===== config.mk =====
export PLATFORM = sky130hd
export DESIGN_NAME = i2s_dac_transmitter
export DESIGN_NICKNAME = d
export VERILOG_FILES = /design/src/rtl/i2s_dac_transmitter.sv
export SDC_FILE = /design/constraint.sdc
export NUM_CORES = 1
export LEC_CHECK = 0
export BUFFER_PORTS_ARGS = -buffer_cell sky130_fd_sc_hd__buf_2
export CORE_ASPECT_RATIO = 0.6
export CORE_MARGIN = 3
export CORE_UTILIZATION = 45
export CTS_CLUSTER_SIZE = 25
export DETAILED_ROUTE_END_ITERATION = 10
export HOLD_SLACK_MARGIN = 0.03
export PLACE_DENSITY_LB_ADDON = 0.3
export SETUP_SLACK_MARGIN = 0.5
export SLEW_MARGIN = 20
export SYNTH_ARGS = -nofsm -noshare
export SYNTH_HDL_FRONTEND = slang
export SYNTH_SLANG_ARGS = --single-unit

===== constraint.sdc =====
create_clock -name clk -period 3.7 [get_ports clk]
set_input_delay 0.37 -clock clk [delete_from_list [all_inputs] [get_ports clk]]
set_output_delay 0.37 -clock clk [all_outputs]
set_load 0.1 [all_outputs]

===== src/rtl/i2s_dac_transmitter.sv =====
// I2S master transmitter: divides clk into BCLK/LRCLK and shifts stereo PCM out MSB-first
// with the standard one-BCLK data delay, 64 BCLK per frame, one sample pair per frame.
module i2s_dac_transmitter #(
  parameter int unsigned SAMPLE_W  = 24,
  parameter int unsigned BCLK_HALF = 16
) (
  input  logic                clk,
  input  logic                reset,
  input  logic [SAMPLE_W-1:0] sample_left,
  input  logic [SAMPLE_W-1:0] sample_right,
  input  logic                sample_valid,
  output logic                sample_ready,
  output logic                bclk,
  output logic                lrclk,
  output logic                sdata,
  output logic                frame_start,
  output logic                underrun
);

  localparam int unsigned CntW = $clog2(BCLK_HALF);
  localparam logic [CntW-1:0] HalfMax = CntW'(BCLK_HALF - 1);

  logic [CntW-1:0]     half_cnt_q;
  logic [5:0]          bit_cnt_q;
  logic                bclk_q, lrclk_q, sdata_q, frame_start_q, underrun_q;
  logic                pending_full_q;
  logic [SAMPLE_W-1:0] pend_left_q, pend_right_q, act_left_q, act_right_q;

  logic        half_wrap, fall, boundary, accept, sdata_nxt;
  logic [5:0]  bit_cnt_nxt;
  logic [4:0]  slot_pos;
  logic [31:0] slot_word;

  always_comb begin
    half_wrap   = (half_cnt_q == HalfMax);
    fall        = half_wrap && bclk_q;
    boundary    = fall && (bit_cnt_q == 6'd63);
    accept      = sample_valid && !pending_full_q;
    bit_cnt_nxt = bit_cnt_q + 6'd1;
    slot_pos    = bit_cnt_nxt[4:0];
    // Slot word has the sample MSB at bit 30 so slot position p maps to bit 31-p;
    // position 0 is the delay bit, so the pair swapped in at a boundary is never shifted early.
    slot_word   = 32'(bit_cnt_nxt[5] ? act_right_q : act_left_q) << (31 - SAMPLE_W);
    sdata_nxt   = (slot_pos != 5'd0) && slot_word[5'd31 - slot_pos];
  end

  always_ff @(posedge clk or posedge reset) begin
    if (reset) begin
      half_cnt_q     <= '0;
      bclk_q         <= 1'b0;
      bit_cnt_q      <= 6'd63;
      lrclk_q        <= 1'b1;
      sdata_q        <= 1'b0;
      pending_full_q <= 1'b0;
      pend_left_q    <= '0;
      pend_right_q   <= '0;
      act_left_q     <= '0;
      act_right_q    <= '0;
      frame_start_q  <= 1'b0;
      underrun_q     <= 1'b0;
    end else begin
      frame_start_q <= 1'b0;
      underrun_q    <= 1'b0;
      half_cnt_q    <= half_wrap ? '0 : half_cnt_q + CntW'(1);
      if (half_wrap) bclk_q <= ~bclk_q;
      if (fall) begin
        bit_cnt_q <= bit_cnt_nxt;
        lrclk_q   <= bit_cnt_nxt[5];
        sdata_q   <= sdata_nxt;
      end
      if (boundary) begin
        frame_start_q <= 1'b1;
        if (pending_full_q) begin
          act_left_q     <= pend_left_q;
          act_right_q    <= pend_right_q;
          pending_full_q <= 1'b0;
        end else begin
          act_left_q  <= '0;
          act_right_q <= '0;
          underrun_q  <= 1'b1;
        end
      end
      // accept requires an empty holding register, so it never collides with the clear above
      if (accept) begin
        pend_left_q    <= sample_left;
        pend_right_q   <= sample_right;
        pending_full_q <= 1'b1;
      end
    end
  end

  assign sample_ready = ~pending_full_q;
  assign bclk         = bclk_q;
  assign lrclk        = lrclk_q;
  assign sdata        = sdata_q;
  assign frame_start  = frame_start_q;
  assign underrun     = underrun_q;

endmodule

=== Word level (Yosys, flattened, before mapping) ===
Cells that the tools add are included.

* Register bits after elaboration: 112
* Input port bits: 51
* Output and inout bits: 6
* Logic and storage cells: 38

* Add/sub/neg operators: 3
* Magnitude comparators: 1
* Equality and inequality tests: 2
* Multiplexer cells: 11
* Bitwise gates (word level): 2
* Reductions and logical operators: 7

{| class="wikitable"
|+ Operators with widths
! operator !! count
|-
| 24-bit two-way mux || 3
|-
| 6-bit by 1-bit adder with 6-bit output, second input constant || 1
|-
| 6-bit equality test, second input constant || 1
|-
| 5-bit by 6-bit < comparator with 1-bit output, second input constant || 1
|-
| 1-bit two-way mux || 6
|-
| 1-bit binary-select mux with 5-bit select || 1
|-
| 5-bit nonzero test || 1
|-
| 5-bit subtractor, first input constant || 1
|-
| 4-bit by 1-bit adder with 4-bit output, second input constant || 1
|-
| 4-bit equality test, second input constant || 1
|-
| 1-bit logical AND || 4
|-
| 4-bit two-way mux || 1
|-
| 1-bit NOT || 2
|-
| 2-bit nonzero test || 1
|-
| 1-bit zero test || 1
|}

=== Logic depth before layout (Yosys ltp) ===
Gate-level depths: netlist (run 1).

* Depth in word-level cells: 5
* Gate-level depth with buffers: 10

=== Least setup slack after synthesis (run 1) ===
OpenSTA, ideal clock, no wires.

* Path kind: register to register
* Start: reg bit_cnt_q[5]
* End: reg sdata_q, in the netlist sdata
* Arrival time: 2.344 ns
* Data required time: 3.564 ns
* Path slack: 1.220 ns
* Stages on the path, launching flop included: 10
* Cells stage by stage: dfstp_2 buf_2 and3_4 or2_1 buf_6 buf_6 mux2i_1 nor2_1 o41ai_1 o211ai_1

* Cells in the longest elaborated chain, start to end: 5

{| class="wikitable"
|+ Ends and longest elaborated chain
! element !! RTL line !! RTL
|-
| start, declared || 24 || <nowiki>logic [5:0] bit_cnt_q;</nowiki>
|-
| start signal, assigned || 67 || <nowiki>bit_cnt_q <= bit_cnt_nxt;</nowiki>
|-
| 6-bit by 1-bit adder with 6-bit output || 39 || <nowiki>bit_cnt_nxt = bit_cnt_q + 6'd1;</nowiki>
|-
| 24-bit two-way mux || 43 || <nowiki>slot_word = 32'(bit_cnt_nxt[5] ? act_right_q : act_left_q) << (31 - SAMPLE_W);</nowiki>
|-
| 1-bit binary-select mux with 5-bit select || 44 || <nowiki>sdata_nxt = (slot_pos != 5'd0) && slot_word[5'd31 - slot_pos];</nowiki>
|-
| 1-bit two-way mux (not written as such) || 44 ||
|-
| 1-bit logical AND || 44 ||
|-
| end signal, assigned || 69 || <nowiki>sdata_q <= sdata_nxt;</nowiki>
|-
| end, declared || 25 || <nowiki>logic bclk_q, lrclk_q, sdata_q, frame_start_q, underrun_q;</nowiki>
|}

No other way between the ends. The select of a mux whose other input is x is not followed.
A chain may end at the register's enable or synchronous reset.

=== Worst setup path after layout (run 1) ===
* Start: reg bit_cnt_q[0]
* End: reg sdata_q, in the netlist sdata

* Cells in the longest elaborated chain, start to end: 5
* Elaborated cells on any way between the ends: 7
* Classes of those cells: 2 x add/sub; 3 x mux; 2 x reduce/logical

{| class="wikitable"
|+ Ends and longest elaborated chain
! element !! RTL line
|-
| 6-bit by 1-bit adder with 6-bit output * || 39
|-
| 5-bit subtractor or 24-bit two-way mux (tied branches) || 44, 43
|-
| 1-bit binary-select mux with 5-bit select || 44
|-
| 1-bit two-way mux (not written as such) || 44
|-
| 1-bit logical AND * || 44
|}

Mark *: on every way between the ends. The rest lies on a longest branch, timed or not. The select of a mux whose other input is x is not followed.

==> results_dict.tcl, run 1 <==
set metrics [dict create \
    run_status "finished clean" \
    dr.pass1.iters 4 \
    synthCells 460 \
    critPathLaunch "bit_cnt_q[0]$_DFFE_PP1P_" \
    clock_latency_ps 360 \
    final-setup-viol-count 0 \
    grt_use_total 0.181 \
    worstSetupStartpointType "flip-flop" \
    portion_of_the_post_synthesis_area_used_by_sequential_elements 0.561 \
    clk_pin_slew_ps 80 \
    ioPinCount 57 \
    synth_warnings 0 \
    grt_first_pass_wirelength_mm 17.6 \
    worstSetupPathType "flip-flop to flip-flop" \
    postRouteAntennaNets 0 \
    ir_drop_uv 337 \
    clock_tree_from_tritoncts "done" \
    core-area_um2 10700 \
    hp-class "primary input to asynchronous set/reset pin" \
    placement.io_buffers 56 \
    htree_levels 3 \
    wl_mm 10.5 \
    finalPower_w 0.00284 \
    floorplan.die_area_um2 12400 \
    synth_cell_type_count 48 \
    cellLeakagePower_nw 2.67 \
    die_h_um 87.3 \
    layout-drive-gt1-share 0.283 \
    grt_max_degree 100 \
    number_of_antenna_violations_at_the_first_check_in_global_routing 0 \
    synth-edff-count 0 \
    clock_root_buffer "clkbuf_16" \
    cts_sinks 111 \
    timing.final.crit_share 0.787 \
    endpoint_kind "flip-flop" \
    floorplan.die.width_um 142 \
    fp-row-count 29 \
    initial_core_util 0.465 \
    mappedNetlistArea_um2 4960 \
    setup_repair_after_global_routing_missed_its_margin "no" \
    critPathArrivalTime_ps 3140 \
    globalplace.congestion 0.879 \
    final_nets 557 \
    power.density_cell_area_nw_per_um2 505 \
    first_global_vias 3420 \
    gr-total-overflow 0 \
    synthToLayoutAreaGrowth_pct 13.5 \
    async_flop_share 1.00 \
    post_dp_hpwl_mm 7.57 \
    final_design_area_no_fill_um2 5630 \
    route.detailed.vias_per_inst 5.32 \
    r2r-start "bit_cnt_q[0]$_DFFE_PP1P_" \
    cts-buffers-inserted 9 \
    worst-r2r-setup-slack_ps 790 \
    worst_ep_required_time_ps 3930 \
    fin_worst_skew_ps 11.2 \
    detail_route.iter0.violations 169 \
    slew_headroom 0.463 \
    timing.final.max_slew_violations 0 \
    dpl-instance-area_um2 5340 \
    fmax_mhz 344 \
    hold_viol_final 0 \
    timing_worst_slew_pin_value_ps 806 \
    cts-root-to-sink-buffers 2 \
    synth_flop_cell "dfrtp_1" \
    setup_tns_ps 0 \
    crit_path_max_fanout 12 \
    insertedDiodeCount 0 \
    period_minus_slack_ps 2910 \
    average_wire_length_per_cell_after_detail_routing_um 16.3 \
    num_vias 3444 \
    postSynthNetCount 514 \
    maxCapViolCount 0 \
    yosys_register_bits 111 \
    post_synth.cell_area_avg_um2 10.8 \
    drt_drc_violations_left 0 \
]
[routing by layer]
layer	global-route usage	routed length, um	vias to the layer above	part of all wire
li1	-	-	1675	-
met1	0.276	5400	1680	0.51
met2	0.258	4450	80	0.42
met3	0.0461	604	9	0.057
met4	0.0470	89	0	0.0084
met5	0	0	-	0
[placed cells by master, fill, tap and decap left out, types with 7 or more instances in the layout]
| cell | synthesis | final |
|---|---|---|
| buf_2 | 3 | 56 |
| mux2_2 | 49 | 49 |
| xnor2_1 | 7 | 7 |
| nand3_1 | 10 | 9 |
| buf_4 | 0 | 7 |
| mux2i_1 | 13 | 13 |
| dfrtp_1 | 105 | 105 |
| inv_1 | 8 | 7 |
| nor2_1 | 12 | 12 |
| nor3_1 | 10 | 10 |
| o21ai_0 | 56 | 56 |
| clkbuf_16 | 0 | 9 |
| nand2_1 | 103 | 103 |
[critical path: stages (launching register included)]
cell and delay (ps):
dfstp_2 680, buf_4 250, ha_1 280, xor2_1 620
nand3_1 170, nor3_1 170, a21oi_1 60, o22a_1 210
a32oi_1 220, o211ai_1 120
[repair_timing]
action	CTS	global route
gates resized for setup	0	1
setup endpoints to repair	0	1
buffers inserted	0	0
hold buffers	0	0
[registers in the layout (all words and copies together), names as in the netlist, 4 cells and up]
register      count
half_cnt_q        4
act_left_q       24
pend_left_q      24
bit_cnt_q         6
pend_right_q     24
act_right_q      24
[synthesized netlist by cell type, drive strengths merged (6+ instances only)]
library cell | number | area share
dfstp | 6 | 0.032
xnor2 | 7 | 0.012
nand3 | 10 | 0.010
nand2 | 103 | 0.078
nor3 | 10 | 0.010
nor2 | 12 | 0.0091
dfrtp | 105 | 0.53
mux2i | 13 | 0.026
clkbuf | 23 | 0.017
inv | 8 | 0.0061
buf | 8 | 0.011
mux2 | 49 | 0.11
o21ai | 56 | 0.056
[logic make-up (layout without fill, tap and decap cells)]
group           count (synthesis)  after routing  synth area share
mux                            65             65             0.151
compound gates                 80             80            0.0946
flops                         111            111             0.561
simple gates                  151            151             0.131
fa+ha+maj                       3              3           0.00757
xor+xnor                       11             11            0.0194
buf+inv                        39             87            0.0348
[power by group]
group / leakage, nW / internal [W] / switching (W)
sequential: 1.41 / 0.00142 / 0.000117
combinational: 1.12 / 0.000214 / 0.000148
clock: 0.142 / 0.000474 / 0.000475
total: 2.67 / 0.00210 / 0.000741
[through the flow]
step | hold slack, ps | util | worst slack [ps] | std cells
after floorplan | 442 | - | 1220 | 460
after global placement | 462 | 0.501 | 664 | 631
after detailed placement | 471 | 0.501 | 774 | 631
after CTS | 229 | 0.528 | 760 | 647
after global routing | 235 | 0.528 | 550 | 647
final | 223 | 0.528 | 789 | 647
[area by class of cell]
type	count	area, um^2
tap	139	174
timing repair buffer	63	333
inverter	8	33.8
multi-input combinational	310	2020
clock buffer	9	225
fill	1007	5030
sequential	111	2790
clock inverter	7	63.8
[worst paths after layout]
path | to | cells past startpoint
worst min register to register | act_left_q[11]$_DFFE_PP0P_ | 2
worst min-delay path | pend_left_q[0]$_DFFE_PP0P_ | 3
max in group asynchronous | act_right_q[6]$_DFFE_PP0P_ | 3
worst max register to register | sdata$_DFFE_PP0P_ | 9
min in group clk | pend_left_q[17]$_DFFE_PP0P_ | 2
worst max-delay path | sdata$_DFFE_PP0P_ | 9
(Power assumes the default switching activity.)
==> run 2: changes to the inputs <==
==> constraint.sdc (replaced) <==
create_clock -name clk -period 2.5 [get_ports clk]
set_input_delay 0.25 -clock clk [delete_from_list [all_inputs] [get_ports clk]]
set_output_delay 0.25 -clock clk [all_outputs]
set_load 0.1 [all_outputs]
==> results_dict.tcl, run 2 (same netlist as run 1, synthesis figures left out) <==
set metrics [dict create \
    run_status "finished clean" \
    route.detailed.vias_per_inst 5.46 \
    critPathArrivalTime_ps 2600 \
    core-area_um2 10700 \
    placed_cells_incl_taps 640 \
    hold_viol_final 0 \
    grt_max_degree 71 \
    final_nets 584 \
    clock_tree_from_tritoncts "done" \
    num_vias 3678 \
    finalPower_w 0.00421 \
    slew_headroom 0.470 \
    post_dp_hpwl_mm 7.23 \
    reg2reg_depth 8 \
    initial_core_util 0.465 \
    power.density_cell_area_nw_per_um2 675 \
    gr-total-overflow 0 \
    final_design_area_no_fill_um2 6230 \
    final-setup-viol-count 0 \
    cts-buffers-inserted 9 \
    highest_count_cells_in_the_layout_ignoring_fill_and_taps "dfrtp_1, nand2_1, buf_2, mux2_2, o21ai_0" \
    hp-class "primary input to asynchronous set/reset pin" \
    dr.pass1.iters 4 \
    drt_drc_violations_left 0 \
    period_minus_slack_ps 2380 \
    clk_pin_slew_ps 80 \
    grt_use_total 0.183 \
    first_global_vias 3532 \
    dpl-instance-area_um2 5490 \
    cellLeakagePower_nw 2.95 \
    fin_worst_skew_ps 10.7 \
    floorplan.die.width_um 142 \
    fp-row-count 29 \
    synthToLayoutAreaGrowth_pct 25.5 \
    maxCapViolCount 0 \
    final-instance-count-excl-fill 674 \
    postRouteAntennaNets 0 \
    setup_ws_ps 122 \
    timing.final.max_slew_violations 0 \
    htree_levels 3 \
    clock_latency_ps 350 \
    insertedDiodeCount 0 \
    number_of_antenna_violations_at_the_first_check_in_global_routing 0 \
    preCtsSetupSlack_ps 13.1 \
    endpoint_kind "flip-flop" \
    layout-drive-gt1-share 0.350 \
    worstSetupPathType "flip-flop to flip-flop" \
    floorplan.die_area_um2 12400 \
    timing_worst_slew_pin_value_ps 793 \
    placement.io_buffers 56 \
    worst_ep_required_time_ps 2720 \
    globalplace.congestion 0.954 \
    crit_path_max_fanout 6 \
    grt_first_pass_wirelength_mm 17.9 \
    postCtsHoldBufs 0 \
    worstSetupStartpointType "flip-flop" \
    wl_mm 11.9 \
    cts_sinks 111 \
    average_wire_length_per_cell_after_detail_routing_um 17.6 \
    ir_drop_uv 447 \
    worst-r2r-setup-slack_ps 120 \
    regToRegEndpoint "sdata$_DFFE_PP0P_" \
    detail_route.iter0.violations 331 \
    ioPinCount 57 \
    setup_repair_after_global_routing_missed_its_margin "yes" \
    fmax_mhz 421 \
    filler_cell_count 910 \
    setup_tns_ps 0 \
    r2r-start "bit_cnt_q[0]$_DFFE_PP1P_" \
    timing.final.crit_share 0.951 \
    cts-root-to-sink-buffers 2 \
    layout_commonest_cell "dfrtp_1" \
    clock_root_buffer "clkbuf_16" \
    die_h_um 87.3 \
]
==> run 2: critical path, cell delays in order (launching register included) <==
cell and delay (ps):
dfstp_2 580, buf_12 130, ha_4 210, or3b_4 370
mux4_2 470, nand2_2 70, o221ai_2 90, a32oi_1 220
o211ai_1 100
==> run 2: what timing repair did <==
item | 4_1_cts | 5_1_grt
gates resized for setup | 2 | 53
pin swaps | 0 | 2
endpoints found under the setup margin | 50 | 50
buffers inserted | 4 | 2
gates cloned | 0 | 12
==> run 2: final cells by class <==
| cell class | count | area [um^2] | share of cell area |
|---|---|---|---|
| Sequential cell | 111 | 2790 | 0.448 |
| Multi-Input combinational cell | 310 | 2130 | 0.342 |
| Timing Repair Buffer | 90 | 816 | 0.131 |
| Clock buffer | 10 | 229 | 0.0368 |
| Tap cell | 139 | 174 | 0.0279 |
| Clock inverter | 6 | 52.6 | 0.00844 |
| Inverter | 8 | 33.8 | 0.00543 |
==> run 2: worst max path at each step <==
| stage | slack, ps | end | depth (start not counted) | from |
|---|---|---|---|---|
| floorplan | 210 | sdata$_DFFE_PP0P_ | 9 | bit_cnt_q[5]$_DFFE_PP1P_ |
| detailed placement | 10 | sdata$_DFFE_PP0P_ | 8 | bit_cnt_q[0]$_DFFE_PP1P_ |
| global placement | 70 | sdata$_DFFE_PP0P_ | 8 | bit_cnt_q[0]$_DFFE_PP1P_ |
| finish | 120 | sdata$_DFFE_PP0P_ | 8 | bit_cnt_q[0]$_DFFE_PP1P_ |
| global route | 40 | sdata$_DFFE_PP0P_ | 8 | bit_cnt_q[0]$_DFFE_PP1P_ |
| CTS | 150 | sdata$_DFFE_PP0P_ | 8 | bit_cnt_q[0]$_DFFE_PP1P_ |
==> run 2: where the power goes <==
group	internal (W)	total, W	leakage (nW)	switching, W
Sequential	0.00210	0.00227	1.41	0.000171
Combinational	0.000323	0.000566	1.41	0.000243
Clock	0.000695	0.00137	0.137	0.000676
==> run 2: layer usage <==
layer  GRT usage  up-vias  routed length (um)
li1            -     1725                   -
met1       0.291     1797                5990
met2       0.244      145                4720
met3      0.0505       11                1050
met4      0.0401        0                 120
met5           0        -                   0
==> run 2: per-stage QoR <==
step	utilization	hold WS, ps
final	0.584	41.8
after global routing	0.584	89.4
after floorplan	-	402
after detailed placement	0.515	427
after CTS	0.547	50.7
after global placement	0.515	412
